$ cat src/rtl/pfiform_pop_sched.sv
// rtl/pfiform_pop_sched.sv - read-side pop scheduler for the PFIFORM packing FIFO
//
// Drains a job of N soft bits from the packing FIFO in chunk-sized pops.
// The final pop is shorter when N is not a multiple of the chunk. Each
// popped beat is registered into a one-deep output stage with valid/ready
// backpressure, and a one-cycle pulse marks job completion.
//
// Ports:
//   i_core_clk    system clock, rising edge
//   i_rx_rst      asynchronous active-high reset
//   i_start       job start strobe, sampled only while idle
//   i_job_len     soft bits in the job (0 allowed)
//   i_chunk_amt   preferred soft bits per pop, minus one
//   i_abort       cancel the current job
//   o_pop_amout   FIFO PopAmout: soft bits requested, minus one
//   o_pop_permit  FIFO PopPermit
//   i_pop_enable  FIFO PopEnable: pop executed this cycle
//   i_pop_data    FIFO PopData, LSB aligned
//   o_out_valid   output beat valid
//   o_out_data    output beat, LSB aligned, unused soft bits zeroed
//   o_out_amt     soft bits in the beat, minus one
//   o_out_last    final beat of the job
//   i_out_ready   consumer accepts the beat
//   o_busy        high whenever not idle
//   o_done        one-cycle completion pulse
//   o_pop_cnt     soft bits popped so far in the current job

module pfiform_pop_sched #(
    parameter int SB_W  = 6,
    parameter int AMT_W = 5,
    parameter int LEN_W = 16
) (
    input  logic                 i_core_clk,
    input  logic                 i_rx_rst,
    input  logic                 i_start,
    input  logic [LEN_W-1:0]     i_job_len,
    input  logic [AMT_W-1:0]     i_chunk_amt,
    input  logic                 i_abort,
    output logic [AMT_W-1:0]     o_pop_amout,
    output logic                 o_pop_permit,
    input  logic                 i_pop_enable,
    input  logic [32*SB_W-1:0]   i_pop_data,
    output logic                 o_out_valid,
    output logic [32*SB_W-1:0]   o_out_data,
    output logic [AMT_W-1:0]     o_out_amt,
    output logic                 o_out_last,
    input  logic                 i_out_ready,
    output logic                 o_busy,
    output logic                 o_done,
    output logic [LEN_W-1:0]     o_pop_cnt
);

    localparam int BEAT_W = 32 * SB_W;
    localparam logic [LEN_W-1:0] ONE = LEN_W'(1);

    typedef enum logic [1:0] {
        IDLE  = 2'd0,
        RUN   = 2'd1,
        DRAIN = 2'd2,
        DONE  = 2'd3
    } state_t;

    state_t state;
    state_t nextState;

    logic [LEN_W-1:0]  remaining;
    logic [LEN_W-1:0]  popCnt;
    logic [AMT_W-1:0]  chunkAmt;
    logic [BEAT_W-1:0] outData;
    logic [AMT_W-1:0]  outAmt;
    logic              outValid;
    logic              outLast;

    logic [LEN_W-1:0]  chunkLen;
    logic [LEN_W-1:0]  popTake;
    logic              lastPop;
    logic              popPermit;
    logic [AMT_W-1:0]  popAmout;
    logic              popFire;
    logic              outXfer;
    logic              busy;
    logic              done;
    logic [BEAT_W-1:0] maskedData;

    // Pop size is the latched chunk clamped to what is left; the clamp is
    // what keeps remaining from ever wrapping below zero.
    assign chunkLen = {{(LEN_W-AMT_W){1'b0}}, chunkAmt} + ONE;
    assign popTake  = (remaining < chunkLen) ? remaining : chunkLen;
    assign lastPop  = (remaining == popTake);
    assign popFire  = popPermit && i_pop_enable;
    assign outXfer  = outValid && i_out_ready;

    // FIFO data above the requested amount is not guaranteed clean, so the
    // unused soft-bit lanes are zeroed before the beat is registered.
    always_comb begin
        maskedData = '0;
        for (int i = 0; i < 32; i++) begin
            if (AMT_W'(i) <= popAmout) begin
                maskedData[i*SB_W +: SB_W] = i_pop_data[i*SB_W +: SB_W];
            end
        end
    end

    // State register
    always_ff @(posedge i_core_clk or posedge i_rx_rst) begin
        if (i_rx_rst) begin
            state <= IDLE;
        end else begin
            state <= nextState;
        end
    end

    // Next-state logic; abort overrides everything outside IDLE
    always_comb begin
        nextState = state;
        if (state != IDLE && i_abort) begin
            nextState = IDLE;
        end else begin
            case (state)
                IDLE: begin
                    if (i_start) begin
                        nextState = (i_job_len == '0) ? DONE : RUN;
                    end
                end
                RUN: begin
                    if (popFire && lastPop) begin
                        nextState = DRAIN;
                    end
                end
                DRAIN: begin
                    if (outXfer) begin
                        nextState = DONE;
                    end
                end
                DONE: begin
                    nextState = IDLE;
                end
                default: begin
                    nextState = IDLE;
                end
            endcase
        end
    end

    // Output decode; pops are only offered when the output stage can take
    // the beat this cycle, which is what gives one beat per cycle.
    always_comb begin
        popPermit = 1'b0;
        popAmout  = '0;
        busy      = (state != IDLE);
        done      = 1'b0;
        case (state)
            RUN: begin
                popPermit = !outValid || i_out_ready;
                popAmout  = AMT_W'(popTake - ONE);
            end
            DONE: begin
                done = 1'b1;
            end
            default: begin
            end
        endcase
    end

    // Job counters and the one-deep output stage
    always_ff @(posedge i_core_clk or posedge i_rx_rst) begin
        if (i_rx_rst) begin
            remaining <= '0;
            popCnt    <= '0;
            chunkAmt  <= '0;
            outData   <= '0;
            outAmt    <= '0;
            outValid  <= 1'b0;
            outLast   <= 1'b0;
        end else if (state == IDLE) begin
            if (i_start) begin
                remaining <= i_job_len;
                chunkAmt  <= i_chunk_amt;
                popCnt    <= '0;
            end
        end else if (i_abort) begin
            // popCnt is left as-is so the aborted progress stays visible
            outValid <= 1'b0;
            outLast  <= 1'b0;
        end else if (popFire) begin
            outData   <= maskedData;
            outAmt    <= popAmout;
            outValid  <= 1'b1;
            outLast   <= lastPop;
            remaining <= remaining - popTake;
            popCnt    <= popCnt + popTake;
        end else if (outXfer) begin
            outValid <= 1'b0;
            outLast  <= 1'b0;
        end
    end

    assign o_pop_amout  = popAmout;
    assign o_pop_permit = popPermit;
    assign o_out_valid  = outValid;
    assign o_out_data   = outData;
    assign o_out_amt    = outAmt;
    assign o_out_last   = outLast;
    assign o_busy       = busy;
    assign o_done       = done;
    assign o_pop_cnt    = popCnt;

endmodule
$ cat config.mk
export PLATFORM = sky130hd
export DESIGN_NAME = pfiform_pop_sched
export DESIGN_NICKNAME = d
export VERILOG_FILES = /design/src/rtl/pfiform_pop_sched.sv
export SDC_FILE = /design/constraint.sdc
export NUM_CORES = 1
export LEC_CHECK = 0
export CAP_MARGIN = 15
export CELL_PAD_IN_SITES_DETAIL_PLACEMENT = 0
export CELL_PAD_IN_SITES_GLOBAL_PLACEMENT = 2
export CORE_MARGIN = 3
export CORE_UTILIZATION = 23
export CTS_BUF_LIST = sky130_fd_sc_hd__clkbuf_4 sky130_fd_sc_hd__clkbuf_8 sky130_fd_sc_hd__clkbuf_16
export DETAILED_ROUTE_END_ITERATION = 7
export PLACE_DENSITY = 0.77
export SLEW_MARGIN = 15
export SYNTH_ARGS = -nofsm -noshare
export SYNTH_HDL_FRONTEND = slang
export SYNTH_SLANG_ARGS = --single-unit
$ cat constraint.sdc
create_clock -name i_core_clk -period 8.25 [get_ports i_core_clk]
set_input_delay 1.65 -clock i_core_clk [delete_from_list [all_inputs] [get_ports i_core_clk]]
set_output_delay 1.65 -clock i_core_clk [all_outputs]
set_load 0.05 [all_outputs]
==> impl_metrics.tcl <==
set metrics [dict create \
    drt-total-wl_um 43400 \
    ant_nets 0 \
    worst_pin_slew_ns 1.21 \
    htreeDepth 1 \
    p_seq_frac 0.251 \
    r2r-start "chunkAmt[0]" \
    ys_seq_elements 238 \
    hold_path.class "reg2reg" \
    switching_share 0.482 \
    slowest_delay_ns 0.92 \
    grt_max_degree 229 \
    async_reset_ff_frac 1.00 \
    maxSlewViolCount 0 \
    rsz0062_at_grt "no" \
    port_buffers 441 \
    cts_root_buf "clkbuf_16" \
    grt_remaining_overflow 0 \
    netlist_area_sq_um 11100 \
    path_clk_slew_ns 0.06 \
    path_max_fanout 10 \
    switching_power_mw 3.64 \
    hold_ws_ns 0.476 \
    cp_cell_sequence "ha_1 > xnor2_1 > ha_1 > o21ai_1 > nand2b_1 > a41oi_1 > nand2_1 > a21o_1 > inv_1 > ha_1 > nand2_1 > xnor2_1 > nand3_1 > a21oi_1 > clkdlybuf4s50_1" \
    vias 10100 \
    num_rows 79 \
    status "completed" \
    cp-end-kind "output pin" \
    grt_usage 0.164 \
    finalNonFillerCells 2141 \
    finalHoldViolCount 0 \
    skew_ns 0.0115 \
    crit_top_cell "ha_1" \
    design_area_sq_um 17200 \
    setup_violations 0 \
    path_delay_family "compound AO/OA/AOI/OAI gates" \
    postCtsHoldBufs 0 \
    cp_data_required_time_ns 6.60 \
    hp-start "o_out_amt[4]" \
    fin_tns_setup_ns 0 \
    placed_area_sq_um 16100 \
    synthCells 1085 \
    ioPinCount 442 \
    cts_tree "done" \
    post_drt_wl_per_cell_um 20.3 \
    grt_pass1_wl_um 64500 \
    fmax_mhz 136 \
    p_int_mw 3.91 \
    crit_slowest_cell "clkdlybuf4s50_1" \
    clkSinkCount 238 \
    dp_slack_ns 1.52 \
    hpwlAfterDp_um 31700 \
    yosysSeqAreaShare 0.539 \
    post-cts-setup-buffers 0 \
    synth-warning-count 0 \
    cts_made_buffers 30 \
    avgSynthCellArea_sq_um 10.2 \
    ys_types 70 \
    synth-main-ff-cell "dfrtp_1" \
    drive_gt1_frac 0.0614 \
    clk_path_buf_depth 3 \
    place.gp.congestion 0.790 \
    clkPwrFrac 0.187 \
    nets 1761 \
    cts_resized 0 \
    die_h_um 225 \
    worstSetupStartpointType "register" \
    dieArea_sq_um 50700 \
    synth_edf_count 0 \
    drt_iter0_markers 509 \
    leakagePower_nw 7.38 \
    critPathKind "reg2out" \
    fin_util 0.365 \
    antenna_found_initial 8 \
    min_period_ns 7.36 \
    max-cap-violations 0 \
    ir_drop_mv 0.220 \
    vias_per_cell 4.70 \
    setup_slack_ns 0.894 \
    clk_latency_ns 0.57 \
    path_buf_inv 2 \
    first_pass_iters 5 \
    place_inst 2083 \
    combPwrFrac 0.562 \
    relSlewSlack 0.191 \
    die_w_um 225 \
    min_period_over_period 0.892 \
    grt_pass1_vias 10300 \
    crit_arrival_ns 5.71 \
    nFillCells 4747 \
    p_per_area_nw_per_um2 440 \
    syn_to_final_growth_pct 55.2 \
    critPathLaunch "chunkAmt[0]" \
    start_util 0.235 \
    drc 0 \
    core_area_sq_um 47100 \
    total_power_mw 7.55 \
]
-- registers in the layout (all words and copies together) (netlist names) --
register and flops:
o_out_valid 1, remaining 16, o_out_amt 5, o_out_data 192
state 2, chunkAmt 5, o_out_last 1, o_pop_cnt 16
-- power by group through the flow --
stage | combinational (mW) | clock (mW) | sequential [mW]
finish | 4.24 | 1.41 | 1.90
CTS | 4.29 | 1.45 | 1.90
floorplan | 1.50 | 0 | 3.18
global placement | 4.26 | 0 | 1.90
detailed placement | 4.28 | 0 | 1.92
global route | 4.56 | 1.50 | 1.96
-- worst paths after layout --
path	to	depth (start not counted)	slack, ns
worst min register to register	o_out_amt[4]	1	0.48
min in group asynchronous	remaining[10]	2	1.54
worst max register to register	o_out_data[34]	16	2.26
worst max-delay path	o_pop_amout[4]	15	0.89
worst min-delay path	o_out_amt[4]	1	0.48
max in group asynchronous	o_out_data[141]	3	5.40
-- worst register-to-register path, delay by kind of cell, from the launching register on --
| kind | cells | cell delay (ns) |
|---|---|---|
| simple gates | 5 | 2.21 |
| compound gates | 5 | 1.34 |
| fa+ha+maj | 3 | 0.96 |
| xor+xnor | 2 | 0.67 |
| flops | 1 | 0.47 |
| buf+inv | 1 | 0.15 |
-- cells by family (layout without fill, tap and decap cells) --
logic type / after synthesis / in the layout / share of synthesized area
simple gates: 366 / 366 / 0.151
buf+inv: 91 / 528 / 0.0339
fa+ha+maj: 34 / 34 / 0.0399
other cells: 1 / 13 / 0.000339
xor+xnor: 19 / 19 / 0.0151
compound gates: 312 / 312 / 0.198
flops: 238 / 238 / 0.539
mux: 24 / 24 / 0.0224
-- cells in the mapped netlist (14+ instances only) --
| cell | instances | area, sq um |
|---|---|---|
| nor4_1 | 22 | 138 |
| a22o_1 | 74 | 648 |
| a21oi_1 | 88 | 440 |
| a32o_1 | 24 | 240 |
| inv_1 | 25 | 93.8 |
| clkbuf_1 | 46 | 173 |
| nor2_1 | 82 | 308 |
| ha_1 | 32 | 400 |
| o21ai_0 | 42 | 210 |
| nor3_1 | 23 | 115 |
| nand3_1 | 28 | 140 |
| nand2_1 | 156 | 586 |
| mux2i_1 | 18 | 180 |
| dfrtp_1 | 238 | 5960 |
| buf_2 | 14 | 70.1 |
-- metal layers --
metal / GRT usage / wire, um
met5: 0 / 54
met4: 0.0490 / 1270
met3: 0.0521 / 3700
met2: 0.272 / 20500
met1: 0.206 / 17900
-- final cells by class --
class	instances	area, sq um	area share
antenna	4	10.0	0.000584
sequential	238	5960	0.347
multi-input combinational	764	4770	0.278
tap	607	759	0.0443
clock inverter	11	160	0.00934
inverter	26	105	0.00613
clock buffer	43	903	0.0527
timing repair buffer	448	4490	0.262
-- layout by cell type (no fill, tap or decap), types with 4 or more instances in the layout --
master and instances:
nor2b_1 8, nand2_1 155, ha_1 32, a31oi_1 7
a32oi_1 7, nor4_1 22, inv_1 24, nor3_2 7
clkbuf_4 6, bufinv_16 4, a21oi_1 87, clkbuf_16 31
clkbuf_8 6, and2_1 7, a22o_1 74, o21ai_1 9
clkinv_2 5, conb_1 9, diode_2 4, xnor2_1 8
nand2b_1 4, o21a_1 10, nor2_1 81, clkdlybuf4s50_1 441
mux2_2 6, buf_4 5, a32o_1 24, mux2i_1 18
xor2_1 11, o211ai_1 5, nand4_1 6, a21oi_2 4
and3_1 9, o21ai_0 42, nor3_1 23, dfrtp_1 238
a21o_1 6, nand3_1 28
Power figures use the tool's default switching activity.
